[config.mk]
export PLATFORM = sky130hd
export DESIGN_NAME = prog_loader
export DESIGN_NICKNAME = d
export VERILOG_FILES = /design/src/rtl/prog_loader.sv
export SDC_FILE = /design/constraint.sdc
export NUM_CORES = 1
export LEC_CHECK = 0
export BUFFER_PORTS_ARGS = -buffer_cell sky130_fd_sc_hd__buf_2
export CORE_ASPECT_RATIO = 0.75
export CORE_UTILIZATION = 58
export CTS_CLUSTER_DIAMETER = 30
export DETAILED_ROUTE_END_ITERATION = 10
export HOLD_SLACK_MARGIN = 0.1
export PLACE_DENSITY = 0.84
export SETUP_SLACK_MARGIN = 0.05
export SLEW_MARGIN = 40
export SYNTH_ARGS = -nofsm -noshare
export SYNTH_HDL_FRONTEND = slang
export SYNTH_SLANG_ARGS = --single-unit
[constraint.sdc]
create_clock -name clk -period 2.7 [get_ports clk]
set_input_delay 0.135 -clock clk [delete_from_list [all_inputs] [get_ports clk]]
set_output_delay 0.135 -clock clk [all_outputs]
set_load 0.05 [all_outputs]
[src/rtl/prog_loader.sv]
// prog_loader: boot/program sequencer.
// Takes a host byte stream (valid/ready), packs bytes little-endian into 32-bit words,
// writes them to instruction RAM and holds the CPU in reset while a session is running.
// Stream: SYNC_BYTE, LEN lo, LEN hi (word count N), 4*N data bytes [, checksum byte].
// Optional feature macro: PROG_LOADER_CHECKSUM_EN adds the trailing XOR checksum byte.
module prog_loader #(
    parameter int unsigned IADDR_W   = 12,
    parameter logic [7:0]  SYNC_BYTE = 8'hA5,
    parameter bit          BOOT_RUN  = 1'b0
) (
    input  logic               clk,
    input  logic               nRst,
    input  logic [7:0]         rx_data,
    input  logic               rx_valid,
    output logic               rx_ready,
    output logic [IADDR_W-1:0] imem_addr,
    output logic [31:0]        imem_data,
    output logic               imem_wr_en,
    output logic               cpu_nRst,
    output logic               load_busy,
    output logic               load_error
);

    typedef enum logic [2:0] {
        StSync,
        StLen0,
        StLen1,
        StData,
        StCheck,
        StRun,
        StError
    } state_e;

    localparam state_e ResetState = BOOT_RUN ? StRun : StSync;
`ifdef PROG_LOADER_CHECKSUM_EN
    localparam state_e DoneState = StCheck;
`else
    localparam state_e DoneState = StRun;
`endif
    // Largest legal word count; widened so 2**IADDR_W itself is representable.
    localparam logic [32:0] Capacity = 33'd1 << IADDR_W;

    state_e r_state;
    state_e w_state_d;

    logic               r_ready_en;
    logic [7:0]         r_len_lo;
    logic [15:0]        r_left;
    logic [IADDR_W-1:0] r_widx;
    logic [1:0]         r_bidx;
    logic [23:0]        r_word;
    logic               r_wr_en;
    logic [IADDR_W-1:0] r_addr;
    logic [31:0]        r_data;
    logic               r_cpu_nrst;
    logic               r_err;
`ifdef PROG_LOADER_CHECKSUM_EN
    logic [7:0]         r_csum;
`endif

    logic        w_acc;
    logic        w_is_sync;
    logic        w_sync_hit;
    logic [15:0] w_len;
    logic        w_len_over;
    logic        w_last_word;

    assign w_acc       = rx_valid && rx_ready;
    assign w_is_sync   = (rx_data == SYNC_BYTE);
    // SYNC_BYTE restarts only from idle-like states; inside a session it is plain data.
    assign w_sync_hit  = w_acc && w_is_sync &&
                         ((r_state == StSync) || (r_state == StRun) || (r_state == StError));
    assign w_len       = {rx_data, r_len_lo};
    assign w_len_over  = ({17'd0, w_len} > Capacity);
    assign w_last_word = (r_left == 16'd1);

    // State register.
    always_ff @(posedge clk or negedge nRst) begin
        if (!nRst) begin
            r_state <= ResetState;
        end else begin
            r_state <= w_state_d;
        end
    end

    // Next-state logic.
    always_comb begin
        w_state_d = r_state;
        case (r_state)
            StSync: begin
                if (w_sync_hit) w_state_d = StLen0;
            end
            StLen0: begin
                if (w_acc) w_state_d = StLen1;
            end
            StLen1: begin
                if (w_acc) begin
                    if (w_len_over)            w_state_d = StError;
                    else if (w_len == 16'd0)   w_state_d = DoneState;
                    else                       w_state_d = StData;
                end
            end
            StData: begin
                // Leave only once the strobe for the final word is out.
                if (r_wr_en && w_last_word) w_state_d = DoneState;
            end
            StCheck: begin
`ifdef PROG_LOADER_CHECKSUM_EN
                if (w_acc) w_state_d = (rx_data == r_csum) ? StRun : StError;
`else
                w_state_d = StRun;
`endif
            end
            StRun: begin
                if (w_sync_hit) w_state_d = StLen0;
            end
            StError: begin
                if (w_sync_hit) w_state_d = StLen0;
            end
            default: w_state_d = ResetState;
        endcase
    end

    // Output decode: ready is dropped for the single write-strobe cycle of each word.
    always_comb begin
        rx_ready  = r_ready_en && !r_wr_en;
        load_busy = (r_state == StLen0) || (r_state == StLen1) ||
                    (r_state == StData) || (r_state == StCheck);
    end

    // Length capture, byte packing and RAM write strobe.
    always_ff @(posedge clk or negedge nRst) begin
        if (!nRst) begin
            r_len_lo <= 8'd0;
            r_left   <= 16'd0;
            r_widx   <= '0;
            r_bidx   <= 2'd0;
            r_word   <= 24'd0;
            r_wr_en  <= 1'b0;
            r_addr   <= '0;
            r_data   <= 32'd0;
        end else begin
            r_wr_en <= 1'b0;
            if ((r_state == StLen0) && w_acc) begin
                r_len_lo <= rx_data;
            end
            if ((r_state == StLen1) && w_acc) begin
                r_left <= w_len;
                r_widx <= '0;
                r_bidx <= 2'd0;
            end
            if ((r_state == StData) && w_acc) begin
                r_bidx <= r_bidx + 2'd1;
                unique case (r_bidx)
                    2'd0: r_word[7:0]   <= rx_data;
                    2'd1: r_word[15:8]  <= rx_data;
                    2'd2: r_word[23:16] <= rx_data;
                    2'd3: begin
                        r_wr_en <= 1'b1;
                        r_addr  <= r_widx;
                        r_data  <= {rx_data, r_word};
                    end
                endcase
            end
            if ((r_state == StData) && r_wr_en) begin
                r_widx <= r_widx + 1'b1;
                r_left <= r_left - 16'd1;
            end
        end
    end

`ifdef PROG_LOADER_CHECKSUM_EN
    // Running XOR of all data bytes of the current session.
    always_ff @(posedge clk or negedge nRst) begin
        if (!nRst) begin
            r_csum <= 8'd0;
        end else if (w_sync_hit) begin
            r_csum <= 8'd0;
        end else if ((r_state == StData) && w_acc) begin
            r_csum <= r_csum ^ rx_data;
        end
    end
`endif

    // Handshake enable, registered CPU reset and sticky error flag.
    always_ff @(posedge clk or negedge nRst) begin
        if (!nRst) begin
            r_ready_en <= 1'b0;
            r_cpu_nrst <= BOOT_RUN;
            r_err      <= 1'b0;
        end else begin
            r_ready_en <= 1'b1;
            // Release one cycle after entering RUN; drop as soon as a new session starts.
            r_cpu_nrst <= (r_state == StRun) && (w_state_d == StRun);
            if ((w_state_d == StError) && (r_state != StError)) begin
                r_err <= 1'b1;
            end else if (w_sync_hit) begin
                r_err <= 1'b0;
            end
        end
    end

    assign imem_addr  = r_addr;
    assign imem_data  = r_data;
    assign imem_wr_en = r_wr_en;
    assign cpu_nRst   = r_cpu_nrst;
    assign load_error = r_err;

endmodule
==> impl_metrics.ini, run 1 <==
[cells_and_area]
antennaDiodeCount = 0
finalNonFillerCells = 581
fin_nets = 481
area_growth_pct = 22.2
drive_gt1_share_pct = 38.7

[setup_path]
cp_max_fo = 7
critPathCaptureType = flip-flop
startpoint_type = flip-flop
r2r-start = imem_wr_en$_DFF_PN0_
crit_start = imem_wr_en$_DFF_PN0_
crit_type = reg -> reg
crit_arrival_ns = 2.70
r2r_slack_ns = 0.30
r2r-end = cpu_nRst$_DFF_PN0_
worstRegToRegCells = 5
critPathRequiredTime_ns = 3.00

[timing]
max_slew_margin_pct = 61.9
slew_viol_final = 0
tightest_slew_ns = 0.564
max_freq_mhz = 417
fin_crit_sh_pct = 88.9
setup_viol = 0
skew_ns = 0.00996
setup_tns_ns = 0
rsz0062_at_grt = false
hold_viol = 0
post-route-min-period_ns = 2.40

[die]
start_util_pct = 61.1
die_y_um = 81.8
rows = 28
ios = 60
die_area_mm2 = 0.00887
core_area_mm2 = 0.00806
die_x_um = 108

[min_path]
hp-class = in -> reg
hold_depth = 3
holdPathEnd = r_left[12]$_DFFE_PN0P_
hp-start = rx_data[4]

[pwr]
powerDensity_mw_per_mm2 = 1010
power.leakage_nw = 2.97
irDropWorstVdd_uv = 620

[logic_synthesis]
synthDistinctLibCells = 58
synth_edf_count = 0
yosys_warnings = 0
ys.flop_type = dfrtp_1
netlist_area_mm2 = 0.00493
synth.area.top_cells = dfrtp_1 57%, mux2_2 18%, nand2_1 2.5%
synth_top_area_share_pct = 57.4
synth_seq_area_share_pct = 57.4
syn-instance-count = 388
synth_area_per_cell_um2 = 12.7
async_reset_ff_share_pct = 100
yosys-top-cells-count = 113 x dfrtp_1, 77 x mux2_2, 33 x nand2_1
synth_fp_nets = 406
synth_most_common_cell = dfrtp_1
ys_ff_latch = 113
synth.largest_area_cell = dfrtp_1

[clocking]
cts.clk_slew.worst_paths_ns = 0.06
cts_tree = built
cts_htree_levels = 4
cts-buffers-inserted = 17
cts-root-buf = clkbuf_16
cts.sinks = 113
clockBufferDepth = 2
clk_latency_ns = 0.42
post_cts_buffers = 0

[global_routing]
grt_max_degree = 50
grt_antenna_before_repair = 0
grt_pass1_vias = 3548
grt_pass1_wl_um = 18600
overflow = 0
grtUsageTotal_pct = 28.6

[placed_design]
io_buffer_count = 59
place.gp.congestion = 0.889
dpl.hpwl_um = 7170
dp_cells = 546

[drt]
postRouteWirelength_um = 11400
drc = 0
drt_iter0_drc = 291
detail-route-antenna-nets = 0
drt_first_pass_iters = 5
vias = 3586
viasPerCell = 6.17
wl_per_cell_um = 19.6

[flow_run]
cap_violations = 0

[run_status]
outcome = completed
## layout by cell type (no fill, tap or decap), types with 10 or more instances in the layout
master,instances
mux2_2,77
clkbuf_16,17
buf_2,58
o211ai_1,12
dfrtp_1,113
nand2_1,32
nand3_1,13
inv_1,10
o21ai_0,13
nor2_1,12
## report_power, final
group,internal [mW],switching [mW]
Combinational,0.546,0.690
Sequential,2.15,0.449
Clock,1.45,0.796
Total,4.15,1.93
## state kept, by name (all words and copies together), names as in the netlist
name	cells
r_ready_en	1
r_widx	12
r_word	24
cpu_nRst	1
r_state	3
r_bidx	2
load_error	1
imem_data	32
imem_addr	12
r_len_lo	8
r_left	16
imem_wr_en	1
## critical path, cell delays in order, from the launching register on
cell and delay, ns:
dfrtp_1 0.45, nand3b_1 0.34, or4_1 0.60, maj3_1 0.40
a211o_1 0.34, nor3b_2 0.16
## metrics by stage
stage / total power, mW / hold WS [ns] / setup WS [ns] / util (%) / area [um2]
2_1_floorplan: 3.40 / -0.161 / 0.308 / - / 4930
3_3_place_gp: 3.71 / 0.108 / 0.472 / 66.9 / 5390
3_5_place_dp: 3.81 / 0.112 / 0.364 / 66.9 / 5390
4_1_cts: 6.08 / 0.106 / 0.333 / 74.7 / 6020
5_1_grt: 6.37 / 0.122 / 0.157 / 74.7 / 6020
6_report: 6.08 / 0.107 / 0.299 / 74.7 / 6020
## how the worst max path moves through the flow
stage                              to  slack (ns)  cells past startpoint
5_1_grt        r_left[15]$_DFFE_PN0P_        0.16                      5
3_5_place_dp   r_left[15]$_DFFE_PN0P_        0.36                      5
4_1_cts        load_error$_DFFE_PN0P_        0.33                      5
2_1_floorplan  load_error$_DFFE_PN0P_        0.31                      5
3_3_place_gp   load_error$_DFFE_PN0P_        0.47                      5
6_report           cpu_nRst$_DFF_PN0_        0.30                      5
## logic make-up after synthesis
family                   Yosys count  share of synthesized area (%)
flip-flops                       113                           57.4
AND/OR/NAND/NOR                  103                           11.8
multiplexers                      80                           18.2
AO/OA/AOI/OAI                     56                           8.26
buffers and inverters             25                           1.93
adder cells (fa/ha/maj)            8                           1.98
XOR/XNOR                           2                          0.356
other                              1                         0.0761
## what timing repair did
action	4_1_cts	5_1_grt
hold endpoints to repair	84	0
setup endpoints to repair	0	0
hold buffers	3	0
gates resized for setup	0	0
## per-layer routing
metal / routed length [um] / vias up / track usage, % / share of wire (%)
met5: 0 / - / 0 / 0
met4: 168 / 0 / 10.5 / 1.5
met3: 931 / 20 / 8.33 / 8.2
met2: 5390 / 161 / 44.3 / 47
met1: 4880 / 1802 / 38.7 / 43
li1: - / 1603 / - / -
## final cells by class
cell class	count	area [um2]
sequential	113	2830
fill	509	2040
multi-input combinational	250	2010
clock buffer	19	433
timing repair buffer	71	420
clock inverter	13	163
tap	105	131
inverter	10	37.5
Note: power is estimated with default switching activity, not from simulation.
==> inputs of run 2 (changes only) <==
--- a/config.mk
+++ b/config.mk
@@ -7,12 +7,13 @@
 export LEC_CHECK = 0
 export BUFFER_PORTS_ARGS = -buffer_cell sky130_fd_sc_hd__buf_2
 export CORE_ASPECT_RATIO = 0.75
-export CORE_UTILIZATION = 58
+export CORE_UTILIZATION = 35
 export CTS_CLUSTER_DIAMETER = 30
 export DETAILED_ROUTE_END_ITERATION = 10
 export HOLD_SLACK_MARGIN = 0.1
-export PLACE_DENSITY = 0.84
+export PLACE_DENSITY = 0.57
 export SETUP_SLACK_MARGIN = 0.05
+export SKIP_CTS_REPAIR_TIMING = 1
 export SLEW_MARGIN = 40
 export SYNTH_ARGS = -nofsm -noshare
 export SYNTH_HDL_FRONTEND = slang
==> constraint.sdc (replaced) <==
create_clock -name clk -period 2.7 [get_ports clk]
set_input_delay 0.54 -clock clk [delete_from_list [all_inputs] [get_ports clk]]
set_output_delay 0.54 -clock clk [all_outputs]
set_load 0.05 [all_outputs]
==> impl_metrics.ini, run 2 (synthesis results as in run 1) <==
[cells_and_area]
area_growth_pct = 23.4
final_common_cell = dfrtp_1
final_cell_mix = 113 x dfrtp_1, 77 x mux2_2, 58 x buf_2, 32 x nand2_1, 17 x clkbuf_16
largest_reg_flops = 32
drive_gt1_share_pct = 39.1
final_util_pct = 44.4
finalNonFillerCells = 651
fin_nets = 483
antennaDiodeCount = 0

[pwr]
total_power_mw = 5.85
power.leakage_nw = 2.98
powerDensity_mw_per_mm2 = 962
irDropWorstVdd_uv = 524

[global_routing]
grtUsageTotal_pct = 17.1
overflow = 0
grt_pass1_vias = 3490
grt_max_degree = 44
grt_antenna_before_repair = 0
grt_pass1_wl_um = 18800

[clocking]
cts.clk_slew.worst_paths_ns = 0.05
cts-buffers-inserted = 17
cts-root-buf = clkbuf_16
cts.sinks = 113
clockBufferDepth = 2
clk_latency_ns = 0.41
cts_tree = built
cts_htree_levels = 4

[setup_path]
r2r-start = r_left[7]$_DFFE_PN0P_
crit_arrival_ns = 2.62
path_delay_family = simple AND/OR/NAND/NOR gates
cp_max_fo = 7
critPathCaptureType = flip-flop
max_stage_delay_ns = 0.60
critPathRequiredTime_ns = 2.97
crit_buf_inv = 0
worst_path_max_delay_cell = or4_4
worstRegToRegCells = 5
startpoint_type = flip-flop
crit_type = reg -> reg
r2r-end = load_error$_DFFE_PN0P_
cp_cell_sequence = or4_4 -> or3_4 -> o311a_1 -> o311ai_1 -> a211oi_1
r2r_slack_ns = 0.35

[die]
core_area_mm2 = 0.0137
ios = 60
die_x_um = 139
start_util_pct = 35.9
die_area_mm2 = 0.0146
rows = 37
die_y_um = 105

[drt]
drt_iter0_drc = 256
wl_per_cell_um = 17.5
postRouteWirelength_um = 11400
wl_met2_um = 4950
wl_met1_um = 5790
viasPerCell = 5.27
vias = 3431
top_layer_used = met4
drc = 4
detail-route-antenna-nets = 0
route.met3.wl_um = 499
drt_first_pass_iters = 10

[timing]
post-route-min-period_ns = 2.35
fin_crit_sh_pct = 87.0
rsz0062_at_grt = false
whs_ns = 0.127
max_freq_mhz = 426
slew_viol_final = 0
setup_tns_ns = 0
max_slew_margin_pct = 57.7
skew_ns = 0.00960
hold_viol = 0
setup_viol = 0
tightest_slew_ns = 0.631

[placed_design]
dpl.hpwl_um = 7910
dp_cells = 621
place.gp.congestion = 0.812
io_buffer_count = 59

[run_status]
violations = design-rule violations
outcome = finished with violations

[flow_run]
cap_violations = 0

[min_path]
hp-class = in -> async
==> run 2: how the worst max path moves through the flow <==
stage / slack, ns / from / end / cells past startpoint
6_report: 0.35 / r_left[7]$_DFFE_PN0P_ / load_error$_DFFE_PN0P_ / 5
5_1_grt: 0.26 / r_state[0]$_DFF_PN0_ / r_left[12]$_DFFE_PN0P_ / 5
4_1_cts: 0.37 / r_left[7]$_DFFE_PN0P_ / load_error$_DFFE_PN0P_ / 5
3_5_place_dp: 0.32 / rx_data[6] / load_error$_DFFE_PN0P_ / 6
3_3_place_gp: 0.31 / rx_data[6] / load_error$_DFFE_PN0P_ / 6
2_1_floorplan: 0.31 / imem_wr_en$_DFF_PN0_ / load_error$_DFFE_PN0P_ / 5
==> run 2: worst register-to-register path, cell delays in order (launching register included) <==
cell and delay (ns):
dfrtp_1 0.44, or4_4 0.60, or3_4 0.39, o311a_1 0.37, o311ai_1 0.30, a211oi_1 0.11
==> run 2: power by group <==
group,switching (mW),total [mW],leakage (nW),internal [mW]
logic,0.677,1.22,1.21,0.548
clock network,0.722,2.04,0.272,1.31
registers,0.436,2.59,1.50,2.15
==> run 2: per-stage QoR <==
stage                     instance area (um2)  setup WS [ns]
final                                    6080          0.350
after global routing                     6080          0.263
after CTS                                6080          0.367
after detailed placement                 5540          0.323
after global placement                   5540          0.313
after floorplan                          4930          0.308
==> run 2: final cells by class <==
cell class	instances	area, um2
Fill cell	1293	7620
Multi-Input combinational cell	250	2010
Tap cell	175	219
Sequential cell	113	2830
Inverter	10	37.5
Clock buffer	23	478
Timing Repair Buffer	73	453
Clock inverter	7	60.1
==> run 2: layer usage <==
metal	up-vias	track usage [%]
li1	1604	-
met1	1737	24.1
met2	78	25.0
met3	12	4.58
met4	0	6.43
met5	-	0
==> inputs of run 3 (changes only) <==
--- a/config.mk
+++ b/config.mk
@@ -11,6 +11,7 @@
 export CTS_CLUSTER_DIAMETER = 30
 export DETAILED_ROUTE_END_ITERATION = 10
 export HOLD_SLACK_MARGIN = 0.1
+export MAX_ROUTING_LAYER = met4
 export PLACE_DENSITY = 0.57
 export SETUP_SLACK_MARGIN = 0.05
 export SKIP_CTS_REPAIR_TIMING = 1
==> constraint.sdc (replaced) <==
create_clock -name clk -period 2.5 [get_ports clk]
set_input_delay 0.5 -clock clk [delete_from_list [all_inputs] [get_ports clk]]
set_output_delay 0.5 -clock clk [all_outputs]
set_load 0.05 [all_outputs]
==> impl_metrics.ini, run 3 (synthesis results as in run 1) <==
[run_status]
outcome = finished with violations
violations = design-rule violations

[drt]
drc = 3
wl_per_cell_um = 17.8
vias = 3471
drt_iter0_drc = 198
drt_first_pass_iters = 10
viasPerCell = 5.27
detail-route-antenna-nets = 0
postRouteWirelength_um = 11700

[placed_design]
place.gp.congestion = 0.910
dp_cells = 628
io_buffer_count = 59
dpl.hpwl_um = 8220

[setup_path]
worstRegToRegCells = 5
startpoint_type = flip-flop
cp_max_fo = 7
r2r-end = load_error$_DFFE_PN0P_
r2r-start = r_left[7]$_DFFE_PN0P_
crit_type = reg -> reg
crit_arrival_ns = 2.57
critPathCaptureType = flip-flop
r2r_slack_ns = 0.20
critPathRequiredTime_ns = 2.78
crit_start = r_left[7]$_DFFE_PN0P_

[global_routing]
overflow = 0
grt_pass1_wl_um = 19300
grtUsageTotal_pct = 18.2
grt_max_degree = 44
grt_pass1_vias = 3505
grt_antenna_before_repair = 0

[cells_and_area]
antennaDiodeCount = 0
finalNonFillerCells = 659
area_growth_pct = 26.5
fill_cells = 1250
fin_nets = 490
final_common_cell = dfrtp_1
drive_gt1_share_pct = 40.7
largest_reg_flops = 32
final_cell_mix = 113 x dfrtp_1, 77 x mux2_2, 58 x buf_2, 32 x nand2_1, 21 x buf_4

[die]
die_x_um = 139
die_y_um = 105
core_area_mm2 = 0.0137
start_util_pct = 35.9
ios = 60
die_area_mm2 = 0.0146
rows = 37

[clocking]
clk_latency_ns = 0.41
cts_htree_levels = 4
cts-root-buf = clkbuf_16
clockBufferDepth = 2
cts.sinks = 113
cts.clk_slew.worst_paths_ns = 0.05
cts_tree = built
cts-buffers-inserted = 17

[timing]
fin_crit_sh_pct = 91.9
tightest_slew_ns = 0.629
setup_tns_ns = 0
max_slew_margin_pct = 57.9
slew_viol_final = 0
setup_viol = 0
post-route-min-period_ns = 2.30
whs_ns = 0.0889
max_freq_mhz = 435
skew_ns = 0.00597
hold_viol = 0
rsz0062_at_grt = false

[pwr]
irDropWorstVdd_uv = 559
power.leakage_nw = 3.06
powerDensity_mw_per_mm2 = 1110

[min_path]
hp-class = in -> async

[flow_run]
cap_violations = 0
-- run 3: cell types whose count changed in the layout (fill, tap and decap cells not counted), sizes merged --
| cell | before | now |
|---|---|---|
| buf | 73 | 80 |
| clkinv | 6 | 4 |
| clkbuf | 23 | 20 |
| bufinv | 1 | 6 |
| clkinvlp | 0 | 1 |
-- run 3: critical path: stages, from the launching register on --
cell,delay (ns)
dfrtp_1,0.43
or4_4,0.60
or3_4,0.38
o311a_1,0.37
o311ai_1,0.28
a211oi_1,0.11
-- run 3: report_power, final --
part / internal [mW] / switching (mW)
sequential: 2.33 / 0.478
combinational: 0.602 / 0.727
clock: 1.93 / 0.827
total: 4.86 / 2.03
-- run 3: layout make-up --
cell class                      instances  area [um2]  area share (%)
Sequential cell                       113        2830            45.4
Tap cell                              175         219            3.51
Multi-Input combinational cell        250        2010            32.2
Clock buffer                           20         467            7.49
Timing Repair Buffer                   80         468            7.51
Inverter                               10        37.5           0.602
Clock inverter                         11         208            3.33
-- run 3: layer usage --
| layer | track usage [%] | routed length, um | vias to the layer above |
|---|---|---|---|
| met3 | 5.82 | 583 | 14 |
| met4 | 6.35 | 112 | 0 |
| met5 | - | 0 | - |
| li1 | - | - | 1620 |
| met1 | 25.4 | 5990 | 1746 |
| met2 | 24.5 | 5040 | 91 |
-- run 3: worst max path at each step --
stage | to | slack [ns] | cells past startpoint
3_3_place_gp | load_error$_DFFE_PN0P_ | 0.20 | 6
2_1_floorplan | load_error$_DFFE_PN0P_ | 0.11 | 5
4_1_cts | load_error$_DFFE_PN0P_ | 0.21 | 5
5_1_grt | cpu_nRst$_DFF_PN0_ | 0.09 | 5
6_report | load_error$_DFFE_PN0P_ | 0.20 | 5
3_5_place_dp | load_error$_DFFE_PN0P_ | 0.21 | 5
-- run 3: per-stage QoR --
stage | util, % | instance area [um2] | total power [mW] | setup slack [ns]
final | 45.5 | 6230 | 6.89 | 0.202
after global placement | 40.6 | 5560 | 4.10 | 0.197
after floorplan | - | 4930 | 3.68 | 0.108
after CTS | 45.5 | 6230 | 6.96 | 0.206
after detailed placement | 40.6 | 5560 | 4.16 | 0.213
after global routing | 45.5 | 6230 | 7.27 | 0.0884
